File: src/rtl/inst_loader_pkg.sv
//------------------------------------------------------------------------------
// Module   : inst_loader_pkg
// Brief    : Shared constants and state encoding for the instruction loader.
// Revision : 1.0 - initial release
//------------------------------------------------------------------------------
`default_nettype none

package inst_loader_pkg;

    localparam int INST_ADDR_W = 15;

    localparam logic [7:0] c_ack_byte = 8'hAA;
    localparam logic [7:0] c_nak_byte = 8'h55;

    typedef enum logic [1:0] {
        LDR_IDLE = 2'd0,
        LDR_LEN  = 2'd1,
        LDR_DATA = 2'd2,
        LDR_ACK  = 2'd3
    } loader_state_e;

    localparam logic [1:0] c_st_idle = 2'd0;
    localparam logic [1:0] c_st_len  = 2'd1;
    localparam logic [1:0] c_st_data = 2'd2;
    localparam logic [1:0] c_st_ack  = 2'd3;

endpackage

`default_nettype wire

File: src/rtl/inst_loader_if.sv
//------------------------------------------------------------------------------
// Module   : inst_loader_if
// Brief    : UART byte stream, instruction RAM write port and ack handshake.
// Revision : 1.0 - initial release
//------------------------------------------------------------------------------
`default_nettype none

interface inst_loader_if #(
    parameter int ADDR_W = 15
);
    logic              start;
    logic              rx_valid;
    logic [7:0]        rx_data;
    logic              mem_we;
    logic [ADDR_W-1:0] mem_waddr;
    logic [31:0]       mem_wdata;
    logic              busy;
    logic              done;
    logic              err;
    logic              tx_valid;
    logic              tx_ready;
    logic [7:0]        tx_data;

    modport slave (
        input  start, rx_valid, rx_data, tx_ready,
        output mem_we, mem_waddr, mem_wdata, busy, done, err, tx_valid, tx_data
    );

    modport master (
        output start, rx_valid, rx_data, tx_ready,
        input  mem_we, mem_waddr, mem_wdata, busy, done, err, tx_valid, tx_data
    );
endinterface

`default_nettype wire

File: src/rtl/inst_loader_byte_assembler.sv
//------------------------------------------------------------------------------
// Module   : inst_loader_byte_assembler
// Brief    : Collects 4 bytes little-endian; word_valid_o flags the 4th byte.
// Revision : 1.0 - initial release
//------------------------------------------------------------------------------
`default_nettype none

module inst_loader_byte_assembler (
    input  wire logic        clk,
    input  wire logic        rstn,
    input  wire logic        clear_i,
    input  wire logic        byte_valid_i,
    input  wire logic [7:0]  byte_i,
    output logic      [31:0] word_o,
    output logic             word_valid_o
);
    logic [1:0]  cnt_q;
    logic [23:0] shift_q;

    // Only the first three bytes are stored; the 4th is merged combinationally
    // so the full word is available in the same cycle it completes.
    assign word_o       = {byte_i, shift_q};
    assign word_valid_o = byte_valid_i && (cnt_q == 2'd3);

    always_ff @(posedge clk) begin
        if (!rstn) begin
            cnt_q   <= 2'd0;
            shift_q <= 24'd0;
        end else if (clear_i) begin
            cnt_q   <= 2'd0;
            shift_q <= 24'd0;
        end else if (byte_valid_i) begin
            cnt_q   <= cnt_q + 2'd1;
            shift_q <= {byte_i, shift_q[23:8]};
        end
    end

endmodule

`default_nettype wire

File: src/rtl/inst_loader.sv
//------------------------------------------------------------------------------
// Module   : inst_loader
// Brief    : Loads a length-prefixed UART word stream into instruction RAM.
// Revision : 1.0 - initial release
//------------------------------------------------------------------------------
`default_nettype none

module inst_loader
    import inst_loader_pkg::*;
#(
    parameter int                ADDR_W    = INST_ADDR_W,
    parameter logic [ADDR_W-1:0] BASE_ADDR = '0,
    parameter int unsigned       MAX_WORDS = 32'd32768,
    parameter logic [7:0]        ACK_BYTE  = c_ack_byte,
    parameter logic [7:0]        NAK_BYTE  = c_nak_byte
) (
    input  wire logic    clk,
    input  wire logic    rstn,
    inst_loader_if.slave bus
);
    logic [1:0]        state_q, state_d;
    logic [15:0]       len_q;
    logic [15:0]       idx_q;
    logic              we_q;
    logic [ADDR_W-1:0] waddr_q;
    logic [31:0]       wdata_q;
    logic              err_q;
    logic [7:0]        txd_q;

    logic              w_start;
    logic              w_byte_en;
    logic [31:0]       w_word;
    logic              w_word_valid;
    logic              w_len_zero;
    logic              w_len_big;
    logic              w_last;

    assign w_start    = (state_q == c_st_idle) && bus.start;
    assign w_byte_en  = bus.rx_valid && ((state_q == c_st_len) || (state_q == c_st_data));
    assign w_len_zero = (w_word == 32'd0);
    assign w_len_big  = (w_word > MAX_WORDS);
    assign w_last     = (idx_q == (len_q - 16'd1));

    inst_loader_byte_assembler u_asm (
        .clk          (clk),
        .rstn         (rstn),
        .clear_i      (w_start),
        .byte_valid_i (w_byte_en),
        .byte_i       (bus.rx_data),
        .word_o       (w_word),
        .word_valid_o (w_word_valid)
    );

    always_comb begin
        state_d = state_q;
        case (state_q)
            c_st_idle: if (bus.start) state_d = c_st_len;
            c_st_len: begin
                if (w_word_valid) begin
                    if (w_len_zero || w_len_big) state_d = c_st_ack;
                    else                         state_d = c_st_data;
                end
            end
            c_st_data: if (w_word_valid && w_last) state_d = c_st_ack;
            c_st_ack:  if (bus.tx_ready) state_d = c_st_idle;
            default:   state_d = c_st_idle;
        endcase
    end

    always_ff @(posedge clk) begin
        if (!rstn) begin
            state_q <= c_st_idle;
            len_q   <= 16'd0;
            idx_q   <= 16'd0;
            we_q    <= 1'b0;
            waddr_q <= '0;
            wdata_q <= 32'd0;
            err_q   <= 1'b0;
            txd_q   <= 8'd0;
        end else begin
            state_q <= state_d;
            we_q    <= 1'b0;
            if (w_start) begin
                err_q <= 1'b0;
                len_q <= 16'd0;
                idx_q <= 16'd0;
            end
            if ((state_q == c_st_len) && w_word_valid) begin
                len_q <= w_word[15:0];
                if (w_len_zero) begin
                    txd_q <= ACK_BYTE;
                end else if (w_len_big) begin
                    txd_q <= NAK_BYTE;
                    err_q <= 1'b1;
                end
            end
            // The write lands one cycle after the word's 4th byte.
            if ((state_q == c_st_data) && w_word_valid) begin
                we_q    <= 1'b1;
                waddr_q <= BASE_ADDR + idx_q[ADDR_W-1:0];
                wdata_q <= w_word;
                idx_q   <= idx_q + 16'd1;
                if (w_last) txd_q <= ACK_BYTE;
            end
        end
    end

    assign bus.mem_we    = we_q;
    assign bus.mem_waddr = waddr_q;
    assign bus.mem_wdata = wdata_q;
    assign bus.busy      = (state_q != c_st_idle);
    assign bus.err       = err_q;
    assign bus.tx_valid  = (state_q == c_st_ack);
    assign bus.tx_data   = txd_q;
    assign bus.done      = (state_q == c_st_ack) && bus.tx_ready && (txd_q == ACK_BYTE);

endmodule

`default_nettype wire

File: src/flat_wrapper.sv
// flat-port wrapper written by rule: the top's interface ports become plain ports
module inst_loader_flat import inst_loader_pkg::*;
#(
    parameter int                ADDR_W    = INST_ADDR_W,
    parameter logic [ADDR_W-1:0] BASE_ADDR = '0,
    parameter int unsigned       MAX_WORDS = 32'd32768,
    parameter logic [7:0]        ACK_BYTE  = c_ack_byte,
    parameter logic [7:0]        NAK_BYTE  = c_nak_byte
)
  (clk, rstn, bus_start, bus_rx_valid, bus_rx_data, bus_tx_ready, bus_mem_we, bus_mem_waddr, bus_mem_wdata, bus_busy, bus_done, bus_err, bus_tx_valid, bus_tx_data);
  inst_loader_if #(.ADDR_W(ADDR_W)) bus_i ();
  input  wire logic clk;
  input  wire logic rstn;
  input wire logic [$bits(bus_i.start)-1:0] bus_start;
  input wire logic [$bits(bus_i.rx_valid)-1:0] bus_rx_valid;
  input wire logic [$bits(bus_i.rx_data)-1:0] bus_rx_data;
  input wire logic [$bits(bus_i.tx_ready)-1:0] bus_tx_ready;
  output wire logic [$bits(bus_i.mem_we)-1:0] bus_mem_we;
  output wire logic [$bits(bus_i.mem_waddr)-1:0] bus_mem_waddr;
  output wire logic [$bits(bus_i.mem_wdata)-1:0] bus_mem_wdata;
  output wire logic [$bits(bus_i.busy)-1:0] bus_busy;
  output wire logic [$bits(bus_i.done)-1:0] bus_done;
  output wire logic [$bits(bus_i.err)-1:0] bus_err;
  output wire logic [$bits(bus_i.tx_valid)-1:0] bus_tx_valid;
  output wire logic [$bits(bus_i.tx_data)-1:0] bus_tx_data;
  assign bus_i.start = bus_start;
  assign bus_i.rx_valid = bus_rx_valid;
  assign bus_i.rx_data = bus_rx_data;
  assign bus_i.tx_ready = bus_tx_ready;
  assign bus_mem_we = bus_i.mem_we;
  assign bus_mem_waddr = bus_i.mem_waddr;
  assign bus_mem_wdata = bus_i.mem_wdata;
  assign bus_busy = bus_i.busy;
  assign bus_done = bus_i.done;
  assign bus_err = bus_i.err;
  assign bus_tx_valid = bus_i.tx_valid;
  assign bus_tx_data = bus_i.tx_data;
  inst_loader #(.ADDR_W(ADDR_W), .BASE_ADDR(BASE_ADDR), .MAX_WORDS(MAX_WORDS), .ACK_BYTE(ACK_BYTE), .NAK_BYTE(NAK_BYTE)) u_core (.clk(clk), .rstn(rstn), .bus(bus_i));
endmodule
File: config.mk
export PLATFORM = sky130hd
export DESIGN_NAME = inst_loader_flat
export DESIGN_NICKNAME = d
export VERILOG_FILES = /design/src/rtl/inst_loader_pkg.sv /design/src/rtl/inst_loader_if.sv /design/src/rtl/inst_loader_byte_assembler.sv /design/src/rtl/inst_loader.sv /design/src/flat_wrapper.sv
export SDC_FILE = /design/constraint.sdc
export NUM_CORES = 1
export LEC_CHECK = 0
export CAP_MARGIN = 40
export CORE_MARGIN = 4
export CORE_UTILIZATION = 49
export DETAILED_ROUTE_END_ITERATION = 10
export MAX_ROUTING_LAYER = met4
export PLACE_DENSITY = 0.75
export SLEW_MARGIN = 25
export SYNTH_ARGS = -nofsm -noshare
export SYNTH_HDL_FRONTEND = slang
export SYNTH_SLANG_ARGS = --single-unit
export TNS_END_PERCENT = 5
File: constraint.sdc
create_clock -name clk -period 2.5 [get_ports clk]
set_input_delay 0.5 -clock clk [delete_from_list [all_inputs] [get_ports clk]]
set_output_delay 0.5 -clock clk [all_outputs]
set_load 0.02 [all_outputs]
==> results of run 1 <==
[sequential cells by signal, indices dropped and copies added, names as in the netlist, 2 cells and up]
register / count
u_core.idx_q: 16
u_core.state_q: 2
u_core.len_q: 16
u_core.bus.mem_waddr: 15
u_core.bus.tx_data: 8
u_core.bus.mem_wdata: 32
u_core.u_asm.shift_q: 24
u_core.u_asm.cnt_q: 2
[worst paths after layout]
path | end | slack, ns | cells after the start
min | u_core.state_q[0]$_SDFFE_PN0P_ | 0.46 | 3
min reg2reg | u_core.bus.mem_waddr[0]$_SDFFE_PN0P_ | 0.46 | 2
max | u_core.state_q[0]$_SDFFE_PN0P_ | 0.02 | 10
max reg2reg | u_core.state_q[0]$_SDFFE_PN0P_ | 0.02 | 10
[power by group]
group | internal [mW] | switching (mW)
clock | 1.58 | 0.828
combinational | 0.270 | 0.454
sequential | 1.91 | 0.0412
[metrics by stage]
step,std cells,instance area (sq um),worst slack [ns],hold slack (ns)
after floorplan,653,5341,0.02727,0.4400
after global placement,843,6260,-0.3382,0.4458
after detailed placement,843,6260,-0.3491,0.4571
after CTS,873,6870,0.01554,0.4366
after global routing,874,6885,-0.1545,0.4802
final,874,6885,0.02192,0.4575
[metal layers]
metal | wire length, microns | track usage
met4 | 264 | 0.08333
met2 | 6766 | 0.3731
met1 | 6109 | 0.2722
met3 | 600 | 0.04474
met5 | 0 | -
[cell type report]
type | count | share of cell area
clock buffers | 22 | 0.06724
clock inverters | 8 | 0.01817
inverters | 8 | 0.004361
multi-input cells | 483 | 0.4080
flip-flops and latches | 117 | 0.3409
well taps | 136 | 0.02471
repair buffers | 100 | 0.1367
[worst max-delay path, stage by stage (launching register included)]
cell and delay [ns]:
dfxtp_2 0.35, inv_2 0.05, ha_4 0.26, and2_4 0.14, nand2_1 0.07, or4_4 0.55
a2111oi_4 0.21, nand4_2 0.18, o22a_2 0.28, o41ai_2 0.19, a21oi_1 0.07
[cell usage in the layout (no fill, tap or decap), types with 4 or more instances in the layout]
cell type	n
clkdlybuf4s50_1	70
clkbuf_8	4
xor2_1	6
o21a_1	4
a21boi_0	67
xnor2_1	17
dfxtp_1	113
o21ai_0	20
inv_1	6
nand4_1	5
buf_4	26
dfxtp_2	4
o31a_1	4
nand3_1	32
nor2b_1	8
and3_1	7
and2_1	8
nor4_1	10
nor2_1	15
a21oi_1	31
nor3_1	12
nand2_1	181
ha_1	7
clkbuf_16	16
[timing repair]
action,CTS,global route
gates resized for setup,8,2
pin swaps,4,1
setup endpoints to repair,6,11
[cells by family (layout without fill, tap and decap cells)]
kind of cell / after synthesis / after routing / synth area share
and+or+nand+nor: 301 / 301 / 0.2599
adders and majority gates: 8 / 8 / 0.01883
DFF: 117 / 117 / 0.4407
muxes: 2 / 2 / 0.004002
AOI/OAI and AO/OA: 149 / 149 / 0.1963
xor gates and xnor gates: 23 / 23 / 0.03790
buffers and inverters: 53 / 138 / 0.04237
==> results.yml, run 1 <==
timing:
  period_minus_slack_ns: 2.478
  hold_violations: 0
  fmax_mhz: 403.5
  finalSetupViolCount: 0
  slew_headroom: 0.6554
  rsz0062_at_grt: "yes"
  skew_ns: 0.007361
  period_share: 0.9912
  tns_ns: 0
  final_max_slew_viol_count: 0
  worst_pin_slew_ns: 0.5169
finish:
  layout-drive-gt1-share: 0.1084
  layout.nets: 748
  fillers: 875
  antennaDiodeCount: 0
  fin_util: 0.6581
  areaGrowthSynthToFinish_pct: 29.54
  multi_input_area_sq_um: 2809
  regArea_sq_um: 2347
hold_path:
  hold_path.class: "input pin to flop"
  min-delay-start: "rstn"
setup_path:
  startpoint: "u_core.state_q[0]$_SDFFE_PN0P_"
  crit_required_ns: 2.90
  endpoint_kind: "flop"
  worstSetupStartpointType: "flop"
  path_class: "flop to flop"
  worstPathArrival_ns: 2.88
  timing.rr.start: "u_core.state_q[0]$_SDFFE_PN0P_"
  worst-path-max-fanout: 4
run:
  max_cap_violations: 0
floorplanning:
  die_w_microns: 112.2
  num_rows: 37
  core-area_sq_um: 10460
  dieArea_sq_um: 12580
  ioPinCount: 73
  die_y_microns: 112.2
  initial_utilization: 0.5080
detailed_routing:
  drt_first_pass_iters: 5
  drc: 0
  drt-total-wl_microns: 13740
  drt-vias-per-instance: 5.543
  antenna_left: 0
  first_iter_violations: 362
  via_count: 4845
  wl_per_cell_microns: 15.72
yosys:
  ys_async_sr_fraction: 0
  synth_area_leaders: "dfxtp_1 (44%), nand2_1 (13%), a21boi_0 (9.5%)"
  synth_common_cells: "nand2_1 (181), dfxtp_1 (117), a21boi_0 (67)"
  netlist_area_sq_um: 5315
  synth.most_common_cell: "nand2_1"
  synth_edf_count: 0
  synth_cell_types: 55
  synth-seq-cells: 117
  syn_inst: 653
  syn-num-nets: 674
  yosysSeqAreaShare: 0.4407
  avgSynthCellArea_sq_um: 8.140
  synth.top_cell.area_share: 0.4407
  synthFlopType: "dfxtp_1"
  netlist.top_cell.by_area: "dfxtp_1"
  yosysWarnings: 0
clock_network:
  clk_pin_slew_ns: 0.06
  cts_root_buf: "clkbuf_8"
  htree_levels: 4
  numCtsBuffers: 17
  holdBufCountCts: 0
  clk-insertion-delay-late_ns: 0.52
  cts_buffer_depth: 2
  cts_sinks: 117
  cts_tree: "yes"
  postCtsSetupRepairBufs: 0
power_and_ir_drop:
  p_total_mw: 5.089
  power_density_nw_per_um2: 739.0
  irDropWorstVdd_uv: 509.6
  p_leak_nw: 2.391
global_routing:
  grt_max_degree: 34
  antenna_found_initial: 0
  grt-ovfl-total: 0
  grt_pass1_wl_microns: 22730
  grt.total_usage: 0.2252
  grt_pass1_vias: 4738
run_status:
  status: "finished, final reports clean"
placement:
  numPortBuffers: 72
  gp_congestion: 0.8909
  dp_hpwl_microns: 9312
Note: power is estimated with default switching activity, not from simulation.
==> run 2: changes to the inputs <==
Settings changed: CELL_PAD_IN_SITES_DETAIL_PLACEMENT from default to 1, CELL_PAD_IN_SITES_GLOBAL_PLACEMENT from default to 1, CORE_UTILIZATION 49 to 37, PLACE_DENSITY 0.75 to default, PLACE_DENSITY_LB_ADDON from default to 0.1.
==> run 2 against run 1 <==
Compared with the run above: the run now ends with setup timing left; final area rose by 2.8%; register-to-register slack got worse by 0.05 ns; via count rose by 2.2%; clock power rose by 4%; clock skew rose by 0.0019 ns; sequential cell count did not move; sequential share of layout area fell by 0.92 points; hold slack improved by 0.0018 ns; global-route usage fell by 1.4 points; die area rose by 30%; combinational power rose by 5.4%.
==> results.yml, run 2 (synthesis results as in run 1) <==
timing:
  period_share: 1.012
  fmax_mhz: 395.1
  tns_ns: -0.1298
  worst_pin_slew_ns: 0.6951
  slew_headroom: 0.5349
  rsz0062_at_grt: "yes"
  hold_violations: 0
  skew_ns: 0.009263
  period_minus_slack_ns: 2.531
  final_max_slew_viol_count: 0
  setup_slack_ns: -0.03107
  finalSetupViolCount: 9
clock_network:
  clk_pin_slew_ns: 0.06
  cts_root_buf: "clkbuf_16"
  cts_buffer_depth: 2
  clk-insertion-delay-late_ns: 0.43
  cts_sinks: 117
  holdBufCountCts: 0
  numCtsBuffers: 17
  cts_tree: "yes"
  htree_levels: 4
global_routing:
  grt.total_usage: 0.2108
  antenna_found_initial: 0
  grt_max_degree: 38
  grt_pass1_wl_microns: 26930
  grt_pass1_vias: 5162
  grt-ovfl-total: 0
floorplanning:
  ioPinCount: 73
  num_rows: 43
  initial_utilization: 0.3800
  core-area_sq_um: 13990
  die_y_microns: 127.9
  die_w_microns: 127.9
  dieArea_sq_um: 16350
finish:
  final_common_cell: "nand2_1"
  mostFrequentLayoutCells: "nand2_1 (181), dfxtp_1 (113), clkdlybuf4s50_1 (70)"
  layout-drive-gt1-share: 0.1286
  layout.nets: 762
  fillers: 1675
  stdcell_count: 934
  areaGrowthSynthToFinish_pct: 33.15
  antennaDiodeCount: 0
  largest_reg_flops: 32
detailed_routing:
  drc: 0
  wl_per_cell_microns: 17.26
  via_count: 4950
  drt-vias-per-instance: 5.300
  drt_first_pass_iters: 4
  antenna_left: 0
  first_iter_violations: 237
  drt-total-wl_microns: 16120
placement:
  dp_hpwl_microns: 11410
  placedCellCount: 899
  gp_congestion: 0.8574
  numPortBuffers: 72
setup_path:
  worstPathArrival_ns: 2.89
  timing.rr.start: "u_core.len_q[0]$_SDFFE_PN0P_"
  worstSetupStartpointType: "flop"
  rr_endpoint: "u_core.bus.tx_data[3]$_SDFF_PN0_"
  reg2reg_slack_ns: -0.03
  path_class: "flop to flop"
  crit_required_ns: 2.86
  endpoint_kind: "flop"
  reg2reg_depth: 9
  worst-path-max-fanout: 8
  endpoint: "u_core.bus.tx_data[3]$_SDFF_PN0_"
  startpoint: "u_core.len_q[0]$_SDFFE_PN0P_"
power_and_ir_drop:
  p_leak_nw: 2.467
  p_total_mw: 5.229
  power_density_nw_per_um2: 738.9
  irDropWorstVdd_uv: 435.5
run_status:
  violations: "setup timing"
  status: "finished with violations"
hold_path:
  hold_path.class: "flop to flop"
run:
  max_cap_violations: 0
==> run 2: cell count changes in the layout (fill, tap and decap cells not counted), sizes merged <==
cell / change
buf: +13
clkbuf: -5
clkdlybuf4s15: +1
clkinv: +3
clkinvlp: +2
inv: +2
==> run 2: per-stage QoR <==
| step | instance area [sq um] | utilization | worst slack [ns] | hold slack [ns] |
|---|---|---|---|---|
| after CTS | 7033 | 0.5028 | -0.07368 | 0.4640 |
| after detailed placement | 6417 | 0.4588 | -0.4234 | 0.4583 |
| after global placement | 6417 | 0.4588 | -0.3481 | 0.4449 |
| final | 7077 | 0.5059 | -0.03107 | 0.4593 |
| after floorplan | 5341 | - | 0.02727 | 0.4400 |
| after global routing | 7077 | 0.5059 | -0.1518 | 0.4888 |
==> run 2: report_power, final <==
| group | internal (mW) | switching, mW |
|---|---|---|
| Clock | 1.57 | 0.941 |
| Sequential | 1.91 | 0.0461 |
| Combinational | 0.277 | 0.486 |
| Total | 3.76 | 1.47 |
==> run 2: cell type report <==
cell class / instances / area (sq um) / share of cell area
Sequential cell: 117 / 2347 / 0.3317
Multi-Input combinational cell: 483 / 2809 / 0.3969
Inverter: 8 / 30.03 / 0.004243
Timing Repair Buffer: 114 / 1060 / 0.1498
Clock buffer: 17 / 425.4 / 0.06011
Tap cell: 180 / 225.2 / 0.03182
Clock inverter: 15 / 180.2 / 0.02546
==> run 2: how the worst min path moves through the flow <==
stage,from,to,slack [ns],depth (start not counted)
after global routing,u_core.bus.mem_waddr[12]$_SDFFE_PN0P_,u_core.bus.mem_waddr[12]$_SDFFE_PN0P_,0.49,2
final,u_core.bus.mem_wdata[12]$_SDFFE_PN0P_,u_core.bus.mem_wdata[12]$_SDFFE_PN0P_,0.46,2
after detailed placement,u_core.bus.mem_waddr[11]$_SDFFE_PN0P_,u_core.bus.mem_waddr[11]$_SDFFE_PN0P_,0.46,2
after CTS,u_core.bus.mem_wdata[12]$_SDFFE_PN0P_,u_core.bus.mem_wdata[12]$_SDFFE_PN0P_,0.46,2
after global placement,u_core.u_asm.cnt_q[1]$_SDFFE_PP0P_,u_core.u_asm.cnt_q[1]$_SDFFE_PP0P_,0.44,2
after floorplan,u_core.u_asm.cnt_q[1]$_SDFFE_PP0P_,u_core.u_asm.cnt_q[1]$_SDFFE_PP0P_,0.44,2
==> run 2: repair_timing <==
item,in CTS,in global routing
setup endpoints to repair,11,11
pin swaps,1,5
gates resized for setup,3,6
buffers inserted,0,3
==> run 2: layer usage <==
metal,vias up,GRT usage,share of wire
li1,2415,-,-
met5,-,-,0
met4,0,0.05243,0.010
met1,2446,0.2565,0.45
met3,21,0.04292,0.031
met2,68,0.3586,0.51
==> run 2: worst max-delay path, cell delays in order (launching register included) <==
cell,delay (ns)
dfxtp_2,0.33
or4_4,0.55
a211o_1,0.24
a21o_1,0.18
a2111oi_4,0.37
nand4_2,0.16
buf_4,0.18
nor3_4,0.16
buf_6,0.15
o31a_1,0.13
